===== config.mk =====
export PLATFORM = sky130hd
export DESIGN_NAME = matmul_pipe
export DESIGN_NICKNAME = d
export VERILOG_FILES = /design/src/rtl/matmul_pkg.sv /design/src/rtl/matmul_dot2.sv /design/src/rtl/matmul_pipe.sv
export SDC_FILE = /design/constraint.sdc
export NUM_CORES = 1
export LEC_CHECK = 0
export CAP_MARGIN = 20
export CORE_ASPECT_RATIO = 1.25
export CORE_MARGIN = 2
export CORE_UTILIZATION = 68
export DETAILED_ROUTE_END_ITERATION = 7
export GPL_ROUTABILITY_DRIVEN = 0
export PLACE_DENSITY_LB_ADDON = 0.12
export SETUP_SLACK_MARGIN = 0.3
export SYNTH_ARGS = -nofsm -noshare
export SYNTH_HDL_FRONTEND = slang
export SYNTH_HIERARCHICAL = 1
export SYNTH_SLANG_ARGS = --single-unit

===== constraint.sdc =====
create_clock -name clk -period 12.8 [get_ports clk]
set_input_delay 3.2 -clock clk [delete_from_list [all_inputs] [get_ports clk]]
set_output_delay 3.2 -clock clk [all_outputs]
set_load 0.005 [all_outputs]

===== src/rtl/matmul_pkg.sv =====
// rtl/matmul_pkg.sv - shared widths and matrix types for the 2x2 matrix multiplier
package matmul_pkg;

  // Operand element width (unsigned)
  localparam int DW = 8;
  // Exact width of one element product
  localparam int PW = 2 * DW;
  // Width of a sum of two products; wide enough that it can never overflow
  localparam int SW = 2 * DW + 1;

  // 2x2 operand matrix, row-major: [0]=M00 [1]=M01 [2]=M10 [3]=M11
  typedef logic [3:0][DW-1:0] mat2_t;
  // 2x2 result matrix, same row-major ordering
  typedef logic [3:0][SW-1:0] res2_t;

endpackage


===== src/rtl/matmul_dot2.sv =====
// rtl/matmul_dot2.sv - two-stage x0*y0 + x1*y1 for one result element
module dot2 #(
  parameter int W = matmul_pkg::DW
) (
  input  logic           clk,
  input  logic           rst,
  input  logic           i_adv,
  input  logic [W-1:0]   i_x0,
  input  logic [W-1:0]   i_y0,
  input  logic [W-1:0]   i_x1,
  input  logic [W-1:0]   i_y1,
  output logic [2*W:0]   o_sum
);
  import matmul_pkg::*;

  logic [2*W-1:0] w_m0;
  logic [2*W-1:0] w_m1;
  logic [2*W-1:0] r_p0;
  logic [2*W-1:0] r_p1;
  logic [2*W:0]   r_sum;

  // Zero-extend before multiplying so the full product width is kept
  assign w_m0 = {{W{1'b0}}, i_x0} * {{W{1'b0}}, i_y0};
  assign w_m1 = {{W{1'b0}}, i_x1} * {{W{1'b0}}, i_y1};

  // Products in stage 1, their carry-preserving sum in stage 2; both hold when i_adv is low
  always_ff @(posedge clk) begin
    if (rst) begin
      r_p0  <= '0;
      r_p1  <= '0;
      r_sum <= '0;
    end else if (i_adv) begin
      r_p0  <= w_m0;
      r_p1  <= w_m1;
      r_sum <= {1'b0, r_p0} + {1'b0, r_p1};
    end
  end

  assign o_sum = r_sum;

endmodule


===== src/rtl/matmul_pipe.sv =====
// rtl/matmul_pipe.sv - two-stage pipelined 2x2 matrix multiplier with valid/ready flow control
module matmul_pipe #(
  parameter int DW = matmul_pkg::DW,
  parameter int CW = 8
) (
  input  logic            clk,
  input  logic            rst,
  input  logic [DW-1:0]   i_a0,
  input  logic [DW-1:0]   i_a1,
  input  logic [DW-1:0]   i_a2,
  input  logic [DW-1:0]   i_a3,
  input  logic [DW-1:0]   i_b0,
  input  logic [DW-1:0]   i_b1,
  input  logic [DW-1:0]   i_b2,
  input  logic [DW-1:0]   i_b3,
  input  logic            i_in_valid,
  output logic            o_in_ready,
  output logic [2*DW:0]   o_c0,
  output logic [2*DW:0]   o_c1,
  output logic [2*DW:0]   o_c2,
  output logic [2*DW:0]   o_c3,
  output logic            o_out_valid,
  input  logic            i_out_ready,
  output logic [CW-1:0]   o_mat_count
);
  import matmul_pkg::*;

  logic          w_adv;
  logic          r_v1;
  logic          r_out_valid;
  logic [CW-1:0] r_count;

  // The whole pipe moves together; it only stalls when a finished product is refused
  assign w_adv       = !r_out_valid || i_out_ready;
  assign o_in_ready  = w_adv;
  assign o_out_valid = r_out_valid;
  assign o_mat_count = r_count;

  // Valid bits shift alongside the data registers inside the dot2 lanes
  always_ff @(posedge clk) begin
    if (rst) begin
      r_v1        <= 1'b0;
      r_out_valid <= 1'b0;
    end else if (w_adv) begin
      r_v1        <= i_in_valid;
      r_out_valid <= r_v1;
    end
  end

  // Count handoffs; wraps naturally at 2^CW
  always_ff @(posedge clk) begin
    if (rst) begin
      r_count <= '0;
    end else if (r_out_valid && i_out_ready) begin
      r_count <= r_count + 1'b1;
    end
  end

  // C00 = A00*B00 + A01*B10
  dot2 #(.W(DW)) u_c0 (
    .clk(clk), .rst(rst), .i_adv(w_adv),
    .i_x0(i_a0), .i_y0(i_b0), .i_x1(i_a1), .i_y1(i_b2),
    .o_sum(o_c0)
  );

  // C01 = A00*B01 + A01*B11
  dot2 #(.W(DW)) u_c1 (
    .clk(clk), .rst(rst), .i_adv(w_adv),
    .i_x0(i_a0), .i_y0(i_b1), .i_x1(i_a1), .i_y1(i_b3),
    .o_sum(o_c1)
  );

  // C10 = A10*B00 + A11*B10
  dot2 #(.W(DW)) u_c2 (
    .clk(clk), .rst(rst), .i_adv(w_adv),
    .i_x0(i_a2), .i_y0(i_b0), .i_x1(i_a3), .i_y1(i_b2),
    .o_sum(o_c2)
  );

  // C11 = A10*B01 + A11*B11
  dot2 #(.W(DW)) u_c3 (
    .clk(clk), .rst(rst), .i_adv(w_adv),
    .i_x0(i_a2), .i_y0(i_b1), .i_x1(i_a3), .i_y1(i_b3),
    .o_sum(o_c3)
  );

endmodule


==> metrics.md <==
| Metric | Value |
|---|---|
| Worst hold start | u_c0/o_sum[9]$_SDFFE_PP0P_ |
| Period utilization | 65.28% |
| Power share of the combinational group | 64.3% |
| Max-slew violation count | 0 |
| Routed Antenna Nets | 0 |
| Seq/Total Area, Yosys | 15.52% |
| Final Util | 76.56% |
| Final Hold Viols | 0 |
| Gr usage total | 32.17% |
| Remaining DRCs | 0 |
| Setup Fix Bufs, Post-CTS | 0 |
| Max Root-Sink Buffers | 3 |
| Reg2reg setup slack | 9.03 ns |
| Area grow syn2layout | 10.47% |
| Net Sw Frac | 44.41% |
| Clock Sinks | 206 |
| Final Skew | 0.01747 ns |
| Vias | 22010 |
| CP Max Fanout | 53 |
| Number of CTS-inserted buffers | 24 |
| Die Span Y | 225.0 um |
| Yosys warns | 6 |
| Crit end category | output pin |
| Hold path endpoint | u_c0/o_sum[9]$_SDFFE_PP0P_ |
| Worst Setup Start Kind | input pin |
| Hold/Removal Path Class | flip-flop to flip-flop |
| R2r endpoint | u_c2/r_p0[13]$_SDFFE_PP0P_ |
| Post-synth ARST share | 0% |
| Power Density | 161.5 nW/um^2 |
| Mapped Cells | 3047 |
| Initial Util | 69.30% |
| Fmax | 119.7 MHz |
| # resized after CTS | 0 |
| Die ar. | 40680 um^2 |
| Worst VDD drop | 0.1288 mV |
| Final Setup Violations | 0 |
| FF-to-FF Start | o_out_valid$_SDFFE_PP0P_ |
| Clock slew at reported path FFs | 0.06 ns |
| First DRT Iteration DRCs | 1310 |
| Reg power frac | 20.2% |
| Fin nets | 3884 |
| Netlist cell types | 90 |
| Post-synth EDFFs | 0 |
| Vias/cell | 5.977 |
| Final HPWL DP | 49260 um |
| First-pass GRT wire length | 109400 um |
| Cell Area, Synth | 26570 um^2 |
| Relative slew slack | 41.31% |
| Status | finished clean |
| Synthesis-stage register bit count | 206 |
| Hold Buf Count CTS | 0 |
| Skew-Pair Late Insertion Delay | 0.54 ns |
| Final worst path period need | 8.356 ns |
| CTS tree | yes |
| Crit path cell chain | clkdlybuf4s50_1, nand2b_4, buf_4, clkdlybuf4s50_1 |
| CP dominant cell by count | clkdlybuf4s50_1 |
| First-pass iteration count of the detailed router | 5 |
| Largest net degree at the start of global routing | 54 |
| Clock power frac | 15.4% |
| FP Rows | 80 |
| Data arrival time of the worst path | 5.16 ns |
| Vias in the first global route | 23450 |
| WL/cell | 17.56 um |
| Worst Max-Slew Pin Slew | 0.8793 ns |
| RSZ-0062 raised after global routing | false |
| Congestion Overflow GR | 0 |
| Critical Path RT | 9.60 ns |
| Synthesized net count | 3760 |
| Core area | 38340 um^2 |
| Max stage delay cell, worst path | clkdlybuf4s50_1 |
| Hold Path Stages | 2 |
| Die W | 180.8 um |
| Worst reg2reg path depth | 7 |
| Worst path max stage delay | 0.63 ns |
| Internal power | 2.635 mW |
| Share of layout cells above drive strength 1 | 2.916% |
| Root buf cell | clkbuf_16 |
| Synthesized area per cell | 8.719 um^2 |
| Top FF cell, synth | dfxtp_1 |
| Top Ports | 146 |
| CTS H-tree lvls | 1 |
| Input/output buffers | 145 |
| Setup TNS | 0 ns |
| Max-cap viol count | 0 |
| P_sw | 2.105 mW |
| Crit Path Class | input pin to output pin |
| Initial antenna violation count | 1 |
| Leakage power | 14.63 nW |
| Drt total wl | 64670 um |
==> how the worst max path moves through the flow <==
stage	endpoint	cells after the start	from	slack [ns]
final	o_in_ready	4	i_out_ready	4.44
after global routing	o_in_ready	4	i_out_ready	4.32
after CTS	o_in_ready	4	i_out_ready	4.43
after detailed placement	o_in_ready	4	i_out_ready	4.44
after global placement	o_in_ready	4	i_out_ready	4.44
after floorplan	u_c1/r_p0[15]$_SDFFE_PP0P_	14	i_b1[7]	5.79
==> Yosys cell counts (5+ instances only) <==
| cell type | instances | share of area [%] |
|---|---|---|
| or3_1 | 17 | 0.40 |
| o211ai_1 | 6 | 0.17 |
| nand4_1 | 16 | 0.38 |
| a31oi_1 | 14 | 0.33 |
| o21bai_1 | 14 | 0.40 |
| buf_2 | 7 | 0.13 |
| mux2i_1 | 58 | 2.2 |
| or4_1 | 5 | 0.14 |
| nor2_1 | 191 | 2.7 |
| o211a_1 | 5 | 0.19 |
| buf_1 | 8 | 0.11 |
| a21oi_1 | 131 | 2.5 |
| o21ai_1 | 14 | 0.26 |
| o31a_1 | 9 | 0.30 |
| dfxtp_1 | 206 | 16 |
| o31ai_1 | 5 | 0.14 |
| nor2b_1 | 24 | 0.57 |
| inv_1 | 434 | 6.1 |
| o221ai_1 | 5 | 0.16 |
| o21a_1 | 31 | 0.88 |
| and2_1 | 363 | 8.5 |
| a22o_1 | 15 | 0.49 |
| and3_1 | 17 | 0.40 |
| and4_1 | 5 | 0.16 |
| nand3_1 | 36 | 0.68 |
| o22ai_1 | 13 | 0.31 |
| clkbuf_1 | 42 | 0.59 |
| nand2_1 | 269 | 3.8 |
| a2111oi_0 | 7 | 0.23 |
| nand2b_1 | 15 | 0.35 |
| a21o_1 | 46 | 1.3 |
| nor3_1 | 34 | 0.64 |
| xor2_1 | 47 | 1.5 |
| a221o_1 | 5 | 0.19 |
| a211oi_1 | 48 | 1.4 |
| o21ai_0 | 91 | 1.7 |
| ha_1 | 353 | 17 |
| xnor2_1 | 49 | 1.6 |
| fa_1 | 292 | 22 |
==> critical path: cells and delay by family <==
family | cells | cell delay [ns]
buffers and inverters | 3 | 1.78
AND/OR/NAND/NOR | 1 | 0.16
==> power groups by stage <==
stage | sequential, mW | combinational [mW] | clock (mW)
2_1_floorplan | 0.932 | 2.24 | 0
3_3_place_gp | 0.963 | 2.88 | 0
3_5_place_dp | 0.968 | 2.98 | 0
4_1_cts | 0.957 | 3.02 | 0.742
5_1_grt | 0.976 | 3.43 | 0.760
6_report | 0.960 | 3.05 | 0.731
==> cells by family after synthesis <==
logic type | share of synthesized area (%)
muxes | 2.270
and+or+nand+nor | 19.84
xor gates and xnor gates | 3.165
AOI/OAI and AO/OA | 13.52
buffers and inverters | 7.055
adders and majority gates | 38.63
DFF | 15.52
==> per-stage QoR <==
step / instance area [um^2] / power [mW] / setup WS (ns) / cells / hold WS, ns
finish: 29350 / 4.741 / 4.444 / 3682 / 0.4469
floorplan: 26570 / 3.170 / 5.788 / 3047 / 0.4249
global placement: 28470 / 3.842 / 4.444 / 3634 / 0.4332
CTS: 29320 / 4.716 / 4.427 / 3678 / 0.4494
detailed placement: 28470 / 3.945 / 4.438 / 3634 / 0.4377
global route: 29350 / 5.165 / 4.324 / 3681 / 0.4762
==> cell usage in the layout (no fill, tap or decap), types with 48 or more instances in the layout <==
| cell | instances |
|---|---|
| dfxtp_1 | 206 |
| and2_1 | 363 |
| o21ai_0 | 91 |
| mux2i_1 | 58 |
| xnor2_1 | 49 |
| nor2_1 | 191 |
| nand2_1 | 269 |
| ha_1 | 353 |
| fa_1 | 292 |
| a21oi_1 | 131 |
| inv_1 | 434 |
| clkdlybuf4s50_1 | 144 |
| a211oi_1 | 48 |
==> area by class of cell <==
cell class | count | area [um^2]
timing repair buffer | 158 | 1554
tap | 492 | 615.6
clock inverter | 14 | 195.2
antenna | 1 | 2.502
multi-input combinational | 2347 | 20580
clock buffer | 30 | 653.1
inverter | 434 | 1629
sequential | 206 | 4124
fill | 2803 | 8986
==> flip-flops by register name, summed over array words and instances (netlist names), 8 cells and up <==
register	cells
u_c1/r_p1	16
u_c2/r_p0	16
u_c0/r_p0	16
u_c0/r_p1	16
u_c0/o_sum	17
u_c3/o_sum	17
u_c3/r_p1	16
u_c2/r_p1	16
u_c1/r_p0	16
u_c3/r_p0	16
u_c1/o_sum	17
u_c2/o_sum	17
o_mat_count	8
==> per-layer routing <==
metal	GRT usage [%]	vias up	share of wire, %
met3	2.812	175	4.2
met2	59.68	636	52
met5	0	-	0.017
met1	38.27	10840	40
li1	-	10360	-
met4	12.93	2	3.8
(Power assumes the default switching activity.)
